[src/rtl/valet_if.sv]
// ---------------------------------------------------------------------------
// valet_if: bundle of signals between the front desk, valet_dispatcher and
// the parking-lot CAM.
//   master : dispatcher view (takes requests, drives responses and CAM strobes)
//   slave  : environment view (front desk + CAM + statistics sink)
// Groups: req_* (front desk -> dispatcher), rsp_* (dispatcher -> front desk),
//         cam_* (dispatcher <-> CAM), stat_* (statistics outputs).
// ---------------------------------------------------------------------------
interface valet_if #(
    parameter int DATA_WIDTH = 16,
    parameter int STAT_WIDTH = 16
);
    logic                  req_valid;
    logic                  req_ready;
    logic                  req_op;
    logic [DATA_WIDTH-1:0] req_tag;

    logic                  rsp_valid;
    logic                  rsp_ready;
    logic                  rsp_op;
    logic [1:0]            rsp_status;
    logic [DATA_WIDTH-1:0] rsp_tag;

    logic                  cam_write_enable;
    logic                  cam_read_enable;
    logic [DATA_WIDTH-1:0] cam_data_in;
    logic [DATA_WIDTH-1:0] cam_match_tag;
    logic [DATA_WIDTH-1:0] cam_data_out;
    logic                  cam_full;
    logic                  cam_empty;
    logic                  cam_match_found;
    logic                  cam_cooldown_active;

    logic [STAT_WIDTH-1:0] stat_parks;
    logic [STAT_WIDTH-1:0] stat_retrieves;
    logic [STAT_WIDTH-1:0] stat_errors;

    modport master (
        input  req_valid, req_op, req_tag, rsp_ready,
               cam_data_out, cam_full, cam_empty, cam_match_found, cam_cooldown_active,
        output req_ready, rsp_valid, rsp_op, rsp_status, rsp_tag,
               cam_write_enable, cam_read_enable, cam_data_in, cam_match_tag,
               stat_parks, stat_retrieves, stat_errors
    );

    modport slave (
        output req_valid, req_op, req_tag, rsp_ready,
               cam_data_out, cam_full, cam_empty, cam_match_found, cam_cooldown_active,
        input  req_ready, rsp_valid, rsp_op, rsp_status, rsp_tag,
               cam_write_enable, cam_read_enable, cam_data_in, cam_match_tag,
               stat_parks, stat_retrieves, stat_errors
    );
endinterface

[src/rtl/valet_dispatcher.sv]
// ---------------------------------------------------------------------------
// valet_dispatcher: initiator side of the parking-lot CAM interface.
// Queues park/retrieve requests in a small FIFO, issues them one at a time to
// the CAM honouring cooldown/full/empty, and returns one status-tagged
// response per request (00=OK 01=FULL 10=MISS 11=TIMEOUT).
// Ports:
//   clk   : clock
//   reset : asynchronous, active-high reset
//   bus   : valet_if.master (req_*, rsp_*, cam_*, stat_*)
// Optional feature: define VALET_STATS_EN for saturating statistics counters;
// otherwise stat_* are tied to 0.
// ---------------------------------------------------------------------------
module valet_dispatcher #(
    parameter int DATA_WIDTH     = 16,
    parameter int REQ_FIFO_DEPTH = 4,
    parameter int TIMEOUT_CYCLES = 16,
    parameter int STAT_WIDTH     = 16
) (
    input  logic    clk,
    input  logic    reset,
    valet_if.master bus
);
    localparam int AW = $clog2(REQ_FIFO_DEPTH);
    localparam int TW = $clog2(TIMEOUT_CYCLES);

    localparam logic [1:0] ST_OK      = 2'b00;
    localparam logic [1:0] ST_FULL    = 2'b01;
    localparam logic [1:0] ST_MISS    = 2'b10;
    localparam logic [1:0] ST_TIMEOUT = 2'b11;

    typedef enum logic [1:0] {S_IDLE, S_ISSUE, S_WAIT, S_RESP} state_t;

    state_t                r_state, w_next;
    logic                  r_live;
    logic [DATA_WIDTH:0]   r_mem [REQ_FIFO_DEPTH];   // {op, tag}
    logic [AW:0]           r_wptr, r_rptr;            // extra MSB separates full from empty
    logic [TW-1:0]         r_timer;
    logic                  r_hold_op;
    logic [DATA_WIDTH-1:0] r_hold_tag;
    logic                  r_rsp_op;
    logic [1:0]            r_rsp_status;
    logic [DATA_WIDTH-1:0] r_rsp_tag;

    logic                  w_full, w_empty, w_push, w_pop;
    logic                  w_load;
    logic [1:0]            w_status;
    logic [DATA_WIDTH-1:0] w_rtag;

    assign w_full  = (r_wptr[AW] != r_rptr[AW]) && (r_wptr[AW-1:0] == r_rptr[AW-1:0]);
    assign w_empty = (r_wptr == r_rptr);
    assign w_push  = bus.req_valid && bus.req_ready;
    assign w_pop   = (r_state == S_IDLE) && !w_empty;

    // r_live keeps req_ready low while reset is held.
    assign bus.req_ready = r_live && !w_full;

    always_ff @(posedge clk or posedge reset) begin
        if (reset) r_live <= 1'b0;
        else       r_live <= 1'b1;
    end

    always_ff @(posedge clk) begin
        if (w_push) r_mem[r_wptr[AW-1:0]] <= {bus.req_op, bus.req_tag};
    end

    always_ff @(posedge clk or posedge reset) begin
        if (reset) begin
            r_wptr     <= '0;
            r_rptr     <= '0;
            r_hold_op  <= 1'b0;
            r_hold_tag <= '0;
            r_timer    <= '0;
        end else begin
            if (w_push) r_wptr <= r_wptr + 1'b1;
            if (w_pop) begin
                r_rptr                  <= r_rptr + 1'b1;
                {r_hold_op, r_hold_tag} <= r_mem[r_rptr[AW-1:0]];
                r_timer                 <= '0;
            end else if (r_state == S_ISSUE && bus.cam_cooldown_active) begin
                r_timer <= r_timer + 1'b1;
            end
        end
    end

    // FSM: state register
    always_ff @(posedge clk or posedge reset) begin
        if (reset) r_state <= S_IDLE;
        else       r_state <= w_next;
    end

    // FSM: next state, plus the response that gets latched on entry to RESP
    always_comb begin
        w_next   = r_state;
        w_load   = 1'b0;
        w_status = ST_OK;
        w_rtag   = r_hold_tag;
        case (r_state)
            S_IDLE:  if (!w_empty) w_next = S_ISSUE;
            S_ISSUE: begin
                // Cooldown has priority: nothing is decided until it clears.
                if (bus.cam_cooldown_active) begin
                    if (r_timer == TW'(TIMEOUT_CYCLES - 1)) begin
                        w_next   = S_RESP;
                        w_load   = 1'b1;
                        w_status = ST_TIMEOUT;
                    end
                end else if (!r_hold_op) begin
                    w_next   = S_RESP;
                    w_load   = 1'b1;
                    w_status = bus.cam_full ? ST_FULL : ST_OK;
                end else if (bus.cam_empty) begin
                    w_next   = S_RESP;
                    w_load   = 1'b1;
                    w_status = ST_MISS;
                end else begin
                    w_next = S_WAIT;
                end
            end
            S_WAIT: begin
                w_next = S_RESP;
                w_load = 1'b1;
                if (bus.cam_match_found) begin
                    w_status = ST_OK;
                    w_rtag   = bus.cam_data_out;
                end else begin
                    w_status = ST_MISS;
                end
            end
            S_RESP:  if (bus.rsp_ready) w_next = S_IDLE;
            default: w_next = S_IDLE;
        endcase
    end

    // FSM: outputs. Strobes are decoded from ISSUE only, so they drop the
    // instant reset forces the state back to IDLE.
    always_comb begin
        bus.cam_write_enable = (r_state == S_ISSUE) && !bus.cam_cooldown_active &&
                               !r_hold_op && !bus.cam_full;
        bus.cam_read_enable  = (r_state == S_ISSUE) && !bus.cam_cooldown_active &&
                               r_hold_op && !bus.cam_empty;
        bus.rsp_valid        = (r_state == S_RESP);
    end

    assign bus.cam_data_in   = r_hold_tag;
    assign bus.cam_match_tag = r_hold_tag;

    always_ff @(posedge clk or posedge reset) begin
        if (reset) begin
            r_rsp_op     <= 1'b0;
            r_rsp_status <= ST_OK;
            r_rsp_tag    <= '0;
        end else if (w_load) begin
            r_rsp_op     <= r_hold_op;
            r_rsp_status <= w_status;
            r_rsp_tag    <= w_rtag;
        end
    end

    assign bus.rsp_op     = r_rsp_op;
    assign bus.rsp_status = r_rsp_status;
    assign bus.rsp_tag    = r_rsp_tag;

`ifdef VALET_STATS_EN
    logic                  w_rsp_hs;
    logic [STAT_WIDTH-1:0] r_parks, r_rets, r_errs;

    assign w_rsp_hs = bus.rsp_valid && bus.rsp_ready;

    // Counters saturate at all-ones rather than wrap.
    always_ff @(posedge clk or posedge reset) begin
        if (reset) begin
            r_parks <= '0;
            r_rets  <= '0;
            r_errs  <= '0;
        end else if (w_rsp_hs) begin
            if (r_rsp_status != ST_OK) begin
                if (!(&r_errs)) r_errs <= r_errs + 1'b1;
            end else if (!r_rsp_op) begin
                if (!(&r_parks)) r_parks <= r_parks + 1'b1;
            end else begin
                if (!(&r_rets)) r_rets <= r_rets + 1'b1;
            end
        end
    end

    assign bus.stat_parks     = r_parks;
    assign bus.stat_retrieves = r_rets;
    assign bus.stat_errors    = r_errs;
`else
    assign bus.stat_parks     = '0;
    assign bus.stat_retrieves = '0;
    assign bus.stat_errors    = '0;
`endif

endmodule

[src/flat_wrapper.sv]
// flat-port wrapper written by rule: the top's interface ports become plain ports
module valet_dispatcher_flat 
#(
    parameter int DATA_WIDTH     = 16,
    parameter int REQ_FIFO_DEPTH = 4,
    parameter int TIMEOUT_CYCLES = 16,
    parameter int STAT_WIDTH     = 16
)
  (clk, reset, bus_req_valid, bus_req_op, bus_req_tag, bus_rsp_ready, bus_cam_data_out, bus_cam_full, bus_cam_empty, bus_cam_match_found, bus_cam_cooldown_active, bus_req_ready, bus_rsp_valid, bus_rsp_op, bus_rsp_status, bus_rsp_tag, bus_cam_write_enable, bus_cam_read_enable, bus_cam_data_in, bus_cam_match_tag, bus_stat_parks, bus_stat_retrieves, bus_stat_errors);
  valet_if #(.DATA_WIDTH(DATA_WIDTH), .STAT_WIDTH(STAT_WIDTH)) bus_i ();
  input  logic clk;
  input  logic reset;
  input wire logic [$bits(bus_i.req_valid)-1:0] bus_req_valid;
  input wire logic [$bits(bus_i.req_op)-1:0] bus_req_op;
  input wire logic [$bits(bus_i.req_tag)-1:0] bus_req_tag;
  input wire logic [$bits(bus_i.rsp_ready)-1:0] bus_rsp_ready;
  input wire logic [$bits(bus_i.cam_data_out)-1:0] bus_cam_data_out;
  input wire logic [$bits(bus_i.cam_full)-1:0] bus_cam_full;
  input wire logic [$bits(bus_i.cam_empty)-1:0] bus_cam_empty;
  input wire logic [$bits(bus_i.cam_match_found)-1:0] bus_cam_match_found;
  input wire logic [$bits(bus_i.cam_cooldown_active)-1:0] bus_cam_cooldown_active;
  output wire logic [$bits(bus_i.req_ready)-1:0] bus_req_ready;
  output wire logic [$bits(bus_i.rsp_valid)-1:0] bus_rsp_valid;
  output wire logic [$bits(bus_i.rsp_op)-1:0] bus_rsp_op;
  output wire logic [$bits(bus_i.rsp_status)-1:0] bus_rsp_status;
  output wire logic [$bits(bus_i.rsp_tag)-1:0] bus_rsp_tag;
  output wire logic [$bits(bus_i.cam_write_enable)-1:0] bus_cam_write_enable;
  output wire logic [$bits(bus_i.cam_read_enable)-1:0] bus_cam_read_enable;
  output wire logic [$bits(bus_i.cam_data_in)-1:0] bus_cam_data_in;
  output wire logic [$bits(bus_i.cam_match_tag)-1:0] bus_cam_match_tag;
  output wire logic [$bits(bus_i.stat_parks)-1:0] bus_stat_parks;
  output wire logic [$bits(bus_i.stat_retrieves)-1:0] bus_stat_retrieves;
  output wire logic [$bits(bus_i.stat_errors)-1:0] bus_stat_errors;
  assign bus_i.req_valid = bus_req_valid;
  assign bus_i.req_op = bus_req_op;
  assign bus_i.req_tag = bus_req_tag;
  assign bus_i.rsp_ready = bus_rsp_ready;
  assign bus_i.cam_data_out = bus_cam_data_out;
  assign bus_i.cam_full = bus_cam_full;
  assign bus_i.cam_empty = bus_cam_empty;
  assign bus_i.cam_match_found = bus_cam_match_found;
  assign bus_i.cam_cooldown_active = bus_cam_cooldown_active;
  assign bus_req_ready = bus_i.req_ready;
  assign bus_rsp_valid = bus_i.rsp_valid;
  assign bus_rsp_op = bus_i.rsp_op;
  assign bus_rsp_status = bus_i.rsp_status;
  assign bus_rsp_tag = bus_i.rsp_tag;
  assign bus_cam_write_enable = bus_i.cam_write_enable;
  assign bus_cam_read_enable = bus_i.cam_read_enable;
  assign bus_cam_data_in = bus_i.cam_data_in;
  assign bus_cam_match_tag = bus_i.cam_match_tag;
  assign bus_stat_parks = bus_i.stat_parks;
  assign bus_stat_retrieves = bus_i.stat_retrieves;
  assign bus_stat_errors = bus_i.stat_errors;
  valet_dispatcher #(.DATA_WIDTH(DATA_WIDTH), .REQ_FIFO_DEPTH(REQ_FIFO_DEPTH), .TIMEOUT_CYCLES(TIMEOUT_CYCLES), .STAT_WIDTH(STAT_WIDTH)) u_core (.clk(clk), .reset(reset), .bus(bus_i));
endmodule
[config.mk]
export PLATFORM = sky130hd
export DESIGN_NAME = valet_dispatcher_flat
export DESIGN_NICKNAME = d
export VERILOG_FILES = /design/src/rtl/valet_if.sv /design/src/rtl/valet_dispatcher.sv /design/src/flat_wrapper.sv
export SDC_FILE = /design/constraint.sdc
export NUM_CORES = 1
export LEC_CHECK = 0
export BUFFER_PORTS_ARGS = -buffer_cell sky130_fd_sc_hd__buf_4
export CAP_MARGIN = 5
export CORE_ASPECT_RATIO = 0.6
export CORE_MARGIN = 5
export CORE_UTILIZATION = 48
export DETAILED_ROUTE_END_ITERATION = 7
export PLACE_DENSITY = 0.77
export REMOVE_ABC_BUFFERS = 1
export SETUP_SLACK_MARGIN = 0.2
export SYNTH_ARGS = -nofsm -noshare
export SYNTH_HDL_FRONTEND = slang
export SYNTH_SLANG_ARGS = --single-unit
[constraint.sdc]
create_clock -name clk -period 1.8 [get_ports clk]
set_input_delay 0 -clock clk [delete_from_list [all_inputs] [get_ports clk]]
set_output_delay 0 -clock clk [all_outputs]
set_load 0.01 [all_outputs]
==> results of run 1 <==
-- what timing repair did --
item / 4_1_cts / 5_1_grt
endpoints found under the hold margin: 111 / 0
cloned: 5 / 3
endpoints found under the setup margin: 92 / 111
setup buffers: 14 / 4
gates resized for setup: 46 / 15
pin swaps: 6 / 13
hold buffers: 36 / 0
-- area by class of cell --
class,count,area share
sequential,117,0.427
tap,144,0.0235
clock inverter,11,0.0141
multi-input combinational,180,0.243
inverter,11,0.00539
timing repair buffer,182,0.225
clock buffer,21,0.0615
-- report_power, final --
part | switching [mW] | internal, mW | leakage [nW]
combinational | 2.61 | 3.86 | 1.83
clock | 1.15 | 2.12 | 0.292
sequential | 0.534 | 3.61 | 1.20
total | 4.30 | 9.60 | 3.33
-- registers in the layout, summed over array words and instances, names as in the netlist --
register	flops
u_core.r_mem	68
u_core.bus.rsp_status	2
u_core.bus.rsp_tag	16
u_core.r_hold_op	1
u_core.r_live	1
u_core.r_rptr	3
u_core.r_state	2
u_core.r_timer	4
u_core.bus.cam_data_in	16
u_core.r_wptr	3
u_core.bus.rsp_op	1
-- cells in the final DEF, fill, tap and decap left out, drive strengths merged --
cell type    instances
buf                143
mux2                55
and2                 1
or3b                 1
conb                49
nand2                5
inv                 11
o2bb2a               1
nand4                1
nor4                 1
clkinv               8
edfxtp              68
nand3b               1
xnor2                6
dfrtp               49
bufinv               2
nand3                4
dlygate4sd3         36
a31oi                1
a21oi                4
o22ai                2
clkbuf              24
o31ai                2
ha                  11
o21ai                2
nor2                 4
and4                 1
a21o                 1
or3                  1
mux4                17
and3                 4
clkinvlp             1
or2                  1
nand2b               1
xor2                 3
-- final timing paths --
kind | from | to | slack [ps] | depth (start not counted)
setup / recovery | u_core.r_timer[1] | u_core.bus.rsp_tag[6] | 80 | 6
min in group asynchronous | reset | u_core.bus.cam_data_in[0] | 230 | 3
max in group asynchronous | reset | u_core.bus.rsp_tag[0] | 940 | 4
hold / removal | bus_cam_empty | u_core.bus.rsp_status[1] | 50 | 4
hold reg to reg | u_core.bus.rsp_tag[12] | u_core.bus.rsp_tag[12] | 510 | 1
setup reg to reg | u_core.r_timer[1] | u_core.bus.rsp_tag[6] | 80 | 6
-- cells by family after synthesis --
group / count (synthesis)
AND/OR/NAND/NOR: 26
AO/OA/AOI/OAI: 13
flip-flops: 117
other: 2
buffers and inverters: 84
adder cells (fa/ha/maj): 11
multiplexers: 72
XOR/XNOR: 9
-- metrics by stage --
step                      utilization  std cells
after global placement          0.552        572
after CTS                       0.671        659
after global routing            0.687        666
after floorplan                     -        308
final                           0.687        666
after detailed placement        0.552        572
-- layer usage --
layer  wire length, um  vias up  global-route usage
met5                 0        -                   0
met4               131        0              0.0634
met3               979       13              0.0593
met2              6150      146               0.304
met1              5610     1650               0.253
li1                  -     1469                   -
-- critical path, stage by stage (launching register included) --
cell      delay [ps]
dfrtp_1          390
ha_2             200
and3_4           190
o21ai_4          140
o2bb2a_4         220
buf_12           150
mux2_4           300
==> impl_metrics.toml, run 1 <==
[cells_and_area]
fill_cells = 744
design_area_mm2 = 0.00765
syn2layout_area_growth_pct = 42.0
antenna_cells = 0
final_layout_size_suffix_gt1_frac = 0.521
ff_latch_area_mm2 = 0.00327
layout.nets = 561
multi_input_area_mm2 = 0.00186

[yosys]
synth.area.top_cells = "edfxtp_1 (38%), dfrtp_1 (23%), mux2_2 (9.4%)"
synth_xor_area_frac = 0.0146
async_flop_share = 0.419
synthAdderAreaFrac = 0.0255
syn-mean-instance-area_um2 = 16.1
ys_warn_count = 0
synth.top_cell.area_share = 0.379
synthMuxAreaShare = 0.194
synth_top_family_by_area = "multiplexers"
synth.yosys.seq_area_share = 0.606
synth_top_cell_by_area = "edfxtp_1"
synth.distinct_cells = 37
synth_common_cells = "edfxtp_1 (68), buf_4 (65), dfrtp_1 (49)"
syn_inst = 334
syn-cell-area_mm2 = 0.00539
synth-edff-count = 68
yosysMostFrequentCell = "edfxtp_1"
ys_ff_latch = 117
ys.flop_type = "edfxtp_1"
synth_simple_gate_area_frac = 0.0262
synth_compound_area_frac = 0.0181

[timing]
setup_tns_ps = 0
setup_ws_ps = 75.7
finalSetupViolations = 0
slew_violations = 0
fmax_ghz = 0.580
worstMarginPinSlew_ps = 582
rsz0062_at_grt = "true"
min_period_ps = 1720
timing.final.crit_share = 0.958
relSlewSlack = 0.612
hold_viol = 0
whs_ps = 54.7
finalClockSkew_ps = 7.45

[routing]
wl_per_cell_um = 19.3
vias_per_cell = 4.92
drt_iter0_drc = 169
vias = 3278
dr.pass1.iters = 4
route.detailed.drc = 0
postRouteAntennaNets = 0
wl_mm = 12.9

[power]
p_per_area_mw_per_mm2 = 1820
peakVddDrop_mv = 0.978
power.total_mw = 13.9
p_leak_nw = 3.33

[die]
fp.coreArea_mm2 = 0.0111
die_h_um = 92.1
die_area_mm2 = 0.0135
io_pins = 144
initial_utilization = 0.484
rows = 30
die_x_um = 147

[clock_network]
cts_tree = "built"
insertion_delay_ps = 410
root_buffer = "clkbuf_16"
clk_pin_slew_ps = 50
cts_made_buffers = 17
htreeDepth = 4
cts_buffer_depth = 2
cts.sinks = 117

[placed_design]
portBuffers = 95
routabilityCongestion = 0.763
placed_area_mm2 = 0.00616
pre_cts_slack_ps = -9.93
dp_hpwl_mm = 7.88

[global_route]
grt_pass1_vias = 3498
grtUsageTotal = 0.192
grt_start_max_net_pins = 26
grt_pass1_wl_mm = 19.5
antenna_found_initial = 0
grt_overflow = 0

[critical_path]
worst-setup-path-type = "reg -> reg"
arrival_ps = 2010
crit_path_start_kind = "flip-flop"
endpoint_kind = "flip-flop"
required_ps = 2090
path_max_fanout = 7

[status]
status = "complete, no violations"

[run]
cap_violations = 0

[worst_hold_path]
hold_path.class = "in -> reg"
Note: power is estimated with default switching activity, not from simulation.
==> run 2: changes to the inputs <==
- PLACE_DENSITY: 0.77 -> 0.78
==> impl_metrics.toml, run 2 (synthesis gave the netlist of run 1 again) <==
[cells_and_area]
post-route-util = 0.694
multi_input_area_mm2 = 0.00193
fill_cells = 690
antenna_cells = 0
ff_latch_area_mm2 = 0.00327
design_area_mm2 = 0.00773
largest_reg_flops = 68
layout.nets = 564
mostFrequentLayoutCells = "buf_4 (125), edfxtp_1 (68), conb_1 (49), dfrtp_1 (48), dlygate4sd3_1 (36)"
final_layout_size_suffix_gt1_frac = 0.539
final_common_cell = "buf_4"
syn2layout_area_growth_pct = 43.5

[die]
die_x_um = 147
die_area_mm2 = 0.0135
rows = 30
initial_utilization = 0.484
die_h_um = 92.1
io_pins = 144
fp.coreArea_mm2 = 0.0111

[timing]
finalClockSkew_ps = 12.2
rsz0062_at_grt = "true"
hold_viol = 0
min_period_ps = 1760
finalSetupViolations = 0
whs_ps = 59.3
timing.final.crit_share = 0.978
slew_violations = 0
fmax_ghz = 0.568
worstMarginPinSlew_ps = 685
relSlewSlack = 0.543

[placed_design]
portBuffers = 95
routabilityCongestion = 0.760
placed_area_mm2 = 0.00615
dp_hpwl_mm = 7.37

[critical_path]
required_ps = 2090
path_max_fanout = 6
endpoint_kind = "flip-flop"
worst-setup-path-type = "reg -> reg"
path_depth = 6
crit_path_start_kind = "flip-flop"
critPathTopFamily = "flip-flops"
slowest_stage = "dfrtp_1"
crit_chain = "ha_2, and3_4, o21ai_4, o2bb2a_4, buf_12, mux2_4"
arrival_ps = 2050
r2r_cells = 6
critPathBufInv = 1
cp_slowest_stage_delay_ps = 390

[clock_network]
cts_tree = "built"
root_buffer = "clkbuf_16"
insertion_delay_ps = 420
cts.sinks = 117
cts_buffer_depth = 2
clk_pin_slew_ps = 60
htreeDepth = 4
cts_made_buffers = 17

[routing]
vias_per_cell = 5.06
wl_mm = 14.2
postRouteAntennaNets = 0
dr.pass1.iters = 4
vias = 3385
route.detailed.drc = 0
wl_per_cell_um = 21.2
drt_iter0_drc = 227

[run]
cap_violations = 0

[global_route]
grt_start_max_net_pins = 50
grt_overflow = 0
grt_pass1_wl_mm = 19.7
grt_pass1_vias = 3525
antenna_found_initial = 1
grtUsageTotal = 0.196

[power]
peakVddDrop_mv = 1.16
p_per_area_mw_per_mm2 = 1870
power.total_mw = 14.5
p_leak_nw = 3.35

[worst_hold_path]
hold_depth = 4
hold_path.class = "in -> reg"

[status]
status = "complete, no violations"
run 2: worst reg2reg max path: cells and delay by family (launching register included):
kind / cells / cell delay, ps
AO/OA/AOI/OAI: 2 / 370
adder cells (fa/ha/maj): 1 / 210
buffers and inverters: 1 / 160
flip-flops: 1 / 390
multiplexers: 1 / 300
AND/OR/NAND/NOR: 1 / 200
run 2: path summary, 6_finish.rpt:
check / slack [ps] / to / startpoint
min in group asynchronous: 330 / u_core.bus.cam_data_in[12] / reset
setup / recovery: 40 / u_core.bus.rsp_tag[8] / u_core.r_timer[0]
max in group asynchronous: 960 / u_core.r_wptr[1] / reset
hold reg to reg: 510 / u_core.bus.rsp_tag[11] / u_core.bus.rsp_tag[11]
setup reg to reg: 40 / u_core.bus.rsp_tag[8] / u_core.r_timer[0]
hold / removal: 60 / u_core.bus.rsp_status[0] / bus_cam_full
run 2: area by class of cell:
| type | instances | share of cell area |
|---|---|---|
| Clock buffer | 21 | 0.0569 |
| Clock inverter | 11 | 0.0173 |
| Inverter | 11 | 0.00566 |
| Multi-Input combinational cell | 180 | 0.249 |
| Sequential cell | 117 | 0.423 |
| Tap cell | 144 | 0.0233 |
| Timing Repair Buffer | 185 | 0.225 |
run 2: metal layers:
| metal | vias up | part of all wire | GRT usage |
|---|---|---|---|
| met2 | 165 | 0.48 | 0.318 |
| met3 | 34 | 0.076 | 0.0612 |
| met1 | 1717 | 0.42 | 0.243 |
| met5 | - | 0.00049 | 0 |
| li1 | 1467 | - | - |
| met4 | 2 | 0.023 | 0.0829 |
run 2: repair_timing:
item                       in CTS  in global routing
pin swaps                      11                 16
gates cloned                    4                  3
setup buffers                  18                  6
hold endpoints to repair      135                  0
hold buffers                   36                  0
resized for setup              53                 26
setup endpoints to repair     112                114
run 2: power breakdown:
part | internal [mW] | switching, mW
Combinational | 4.11 | 2.88
Clock | 2.15 | 1.17
Sequential | 3.61 | 0.552
Total | 9.87 | 4.60
run 2: metrics by stage:
| stage | setup slack (ps) | std cells | setup TNS, ps |
|---|---|---|---|
| after CTS | 72.1 | 660 | 0 |
| after floorplan | -733 | 308 | -56140 |
| final | 38.8 | 669 | 0 |
| after global placement | 48.3 | 570 | 0 |
| after global routing | 15.7 | 669 | 0 |
| after detailed placement | -34.1 | 570 | -177 |
==> run 3: changes to the inputs <==
- REMOVE_ABC_BUFFERS: 1 -> unset
==> impl_metrics.toml, run 3 (synthesis gave the netlist of run 1 again) <==
[clock_network]
insertion_delay_ps = 410
cts_tree = "built"
cts_made_buffers = 17
htreeDepth = 4
root_buffer = "clkbuf_16"
clk_pin_slew_ps = 60
cts.sinks = 117
cts_buffer_depth = 2

[routing]
vias = 3174
wl_per_cell_um = 19.0
drt_iter0_drc = 137
route.detailed.drc = 0
postRouteAntennaNets = 0
wl_mm = 12.5
vias_per_cell = 4.84
dr.pass1.iters = 4

[timing]
rsz0062_at_grt = "true"
setup_ws_ps = 87.5
finalSetupViolations = 0
whs_ps = 72.7
hold_viol = 0
timing.final.crit_share = 0.951
finalClockSkew_ps = 8.52
min_period_ps = 1710
fmax_ghz = 0.584
slew_violations = 0

[die]
die_area_mm2 = 0.0135
fp.coreArea_mm2 = 0.0111
rows = 30
die_x_um = 147
initial_utilization = 0.484
io_pins = 144
die_h_um = 92.1

[critical_path]
endpoint_kind = "flip-flop"
cp_slowest_stage_delay_ps = 390
worst-setup-path-type = "reg -> reg"
arrival_ps = 1990
path_max_fanout = 6
crit_chain = "ha_2, and3_4, o21ai_4, o2bb2a_4, buf_8, mux2_4"
slowest_stage = "dfrtp_1"
required_ps = 2080
crit_path_start_kind = "flip-flop"

[placed_design]
routabilityCongestion = 0.792
pre_cts_slack_ps = -28.6
placed_area_mm2 = 0.00611
dp_hpwl_mm = 7.53
portBuffers = 95

[power]
peakVddDrop_mv = 0.889
p_leak_nw = 3.31
p_per_area_mw_per_mm2 = 1910

[global_route]
grt_start_max_net_pins = 22
antenna_found_initial = 1
grtUsageTotal = 0.182
grt_pass1_wl_mm = 18.7
grt_pass1_vias = 3332
grt_overflow = 0

[worst_hold_path]
hold_path.class = "in -> reg"

[cells_and_area]
final_common_cell = "buf_4"
layout.nets = 550
post-route-util = 0.689
mostFrequentLayoutCells = "buf_4 (117), edfxtp_1 (68), conb_1 (49), dfrtp_1 (46), mux2_4 (38)"
design_area_mm2 = 0.00768
largest_reg_flops = 68
syn2layout_area_growth_pct = 42.5
final_layout_size_suffix_gt1_frac = 0.523

[run]
cap_violations = 0

[status]
status = "complete, no violations"
-- run 3: cell count changes in the layout (fill, tap and decap cells not counted), moves of 3 or more --
| cell | before | now |
|---|---|---|
| buf_12 | 7 | 11 |
| buf_4 | 125 | 117 |
| buf_6 | 9 | 2 |
| clkbuf_1 | 4 | 1 |
| clkinv_2 | 5 | 0 |
| clkinv_4 | 0 | 3 |
| inv_6 | 0 | 4 |
| mux2_2 | 25 | 17 |
| mux2_4 | 30 | 38 |
-- run 3: metrics by stage --
stage | power [mW] | setup TNS, ps | cells
after floorplan | 7.77 | 0 | 381
after global placement | 9.10 | 0 | 559
after detailed placement | 9.26 | -184 | 559
after CTS | 13.8 | 0 | 646
after global routing | 15.3 | 0 | 656
final | 14.7 | 0 | 656
-- run 3: worst max-delay path: cells and delay by family, from the launching register on --
family | cells | cell delay, ps
DFF | 1 | 390
AOI/OAI and AO/OA | 2 | 350
muxes | 1 | 310
adders and majority gates | 1 | 200
and+or+nand+nor | 1 | 190
buffers and inverters | 1 | 150
-- run 3: layer usage --
metal,vias to the layer above,track usage,wire length (um)
met5,-,0,0
met4,0,0.0477,95
met3,8,0.0573,764
met2,120,0.287,5990
met1,1606,0.246,5640
li1,1440,-,-
-- run 3: what timing repair did --
| item | 4_1_cts | 5_1_grt |
|---|---|---|
| pin swaps | 11 | 9 |
| hold buffers | 36 | 0 |
| cloned | 1 | 2 |
| endpoints found under the setup margin | 108 | 109 |
| endpoints found under the hold margin | 105 | 0 |
| setup buffers | 18 | 7 |
| gates resized for setup | 23 | 27 |
-- run 3: power by group --
| group | switching (mW) | internal [mW] | leakage, nW |
|---|---|---|---|
| clock network | 1.22 | 2.47 | 0.314 |
| logic | 2.73 | 3.99 | 1.80 |
| registers | 0.626 | 3.61 | 1.20 |
| total | 4.58 | 10.1 | 3.31 |
-- run 3: final timing paths --
| check | from | slack (ps) | end | cells after the start |
|---|---|---|---|---|
| setup / recovery | u_core.r_timer[0] | 90 | u_core.bus.rsp_tag[6] | 6 |
| hold / removal | bus_cam_full | 70 | u_core.bus.rsp_status[0] | 4 |
| setup reg to reg | u_core.r_timer[0] | 90 | u_core.bus.rsp_tag[6] | 6 |
| hold reg to reg | u_core.bus.rsp_tag[7] | 520 | u_core.bus.rsp_tag[7] | 1 |
| max in group asynchronous | reset | 1000 | u_core.r_rptr[0] | 4 |
| min in group asynchronous | reset | 170 | u_core.bus.rsp_tag[10] | 3 |
-- run 3: area by class of cell --
type,count,area [um^2]
Antenna cell,1,2.50
Clock inverter,14,223
Clock buffer,18,429
Timing Repair Buffer,171,1590
Tap cell,144,180
Inverter,11,45.0
Sequential cell,117,3270
Multi-Input combinational cell,180,1940
Fill cell,709,3470
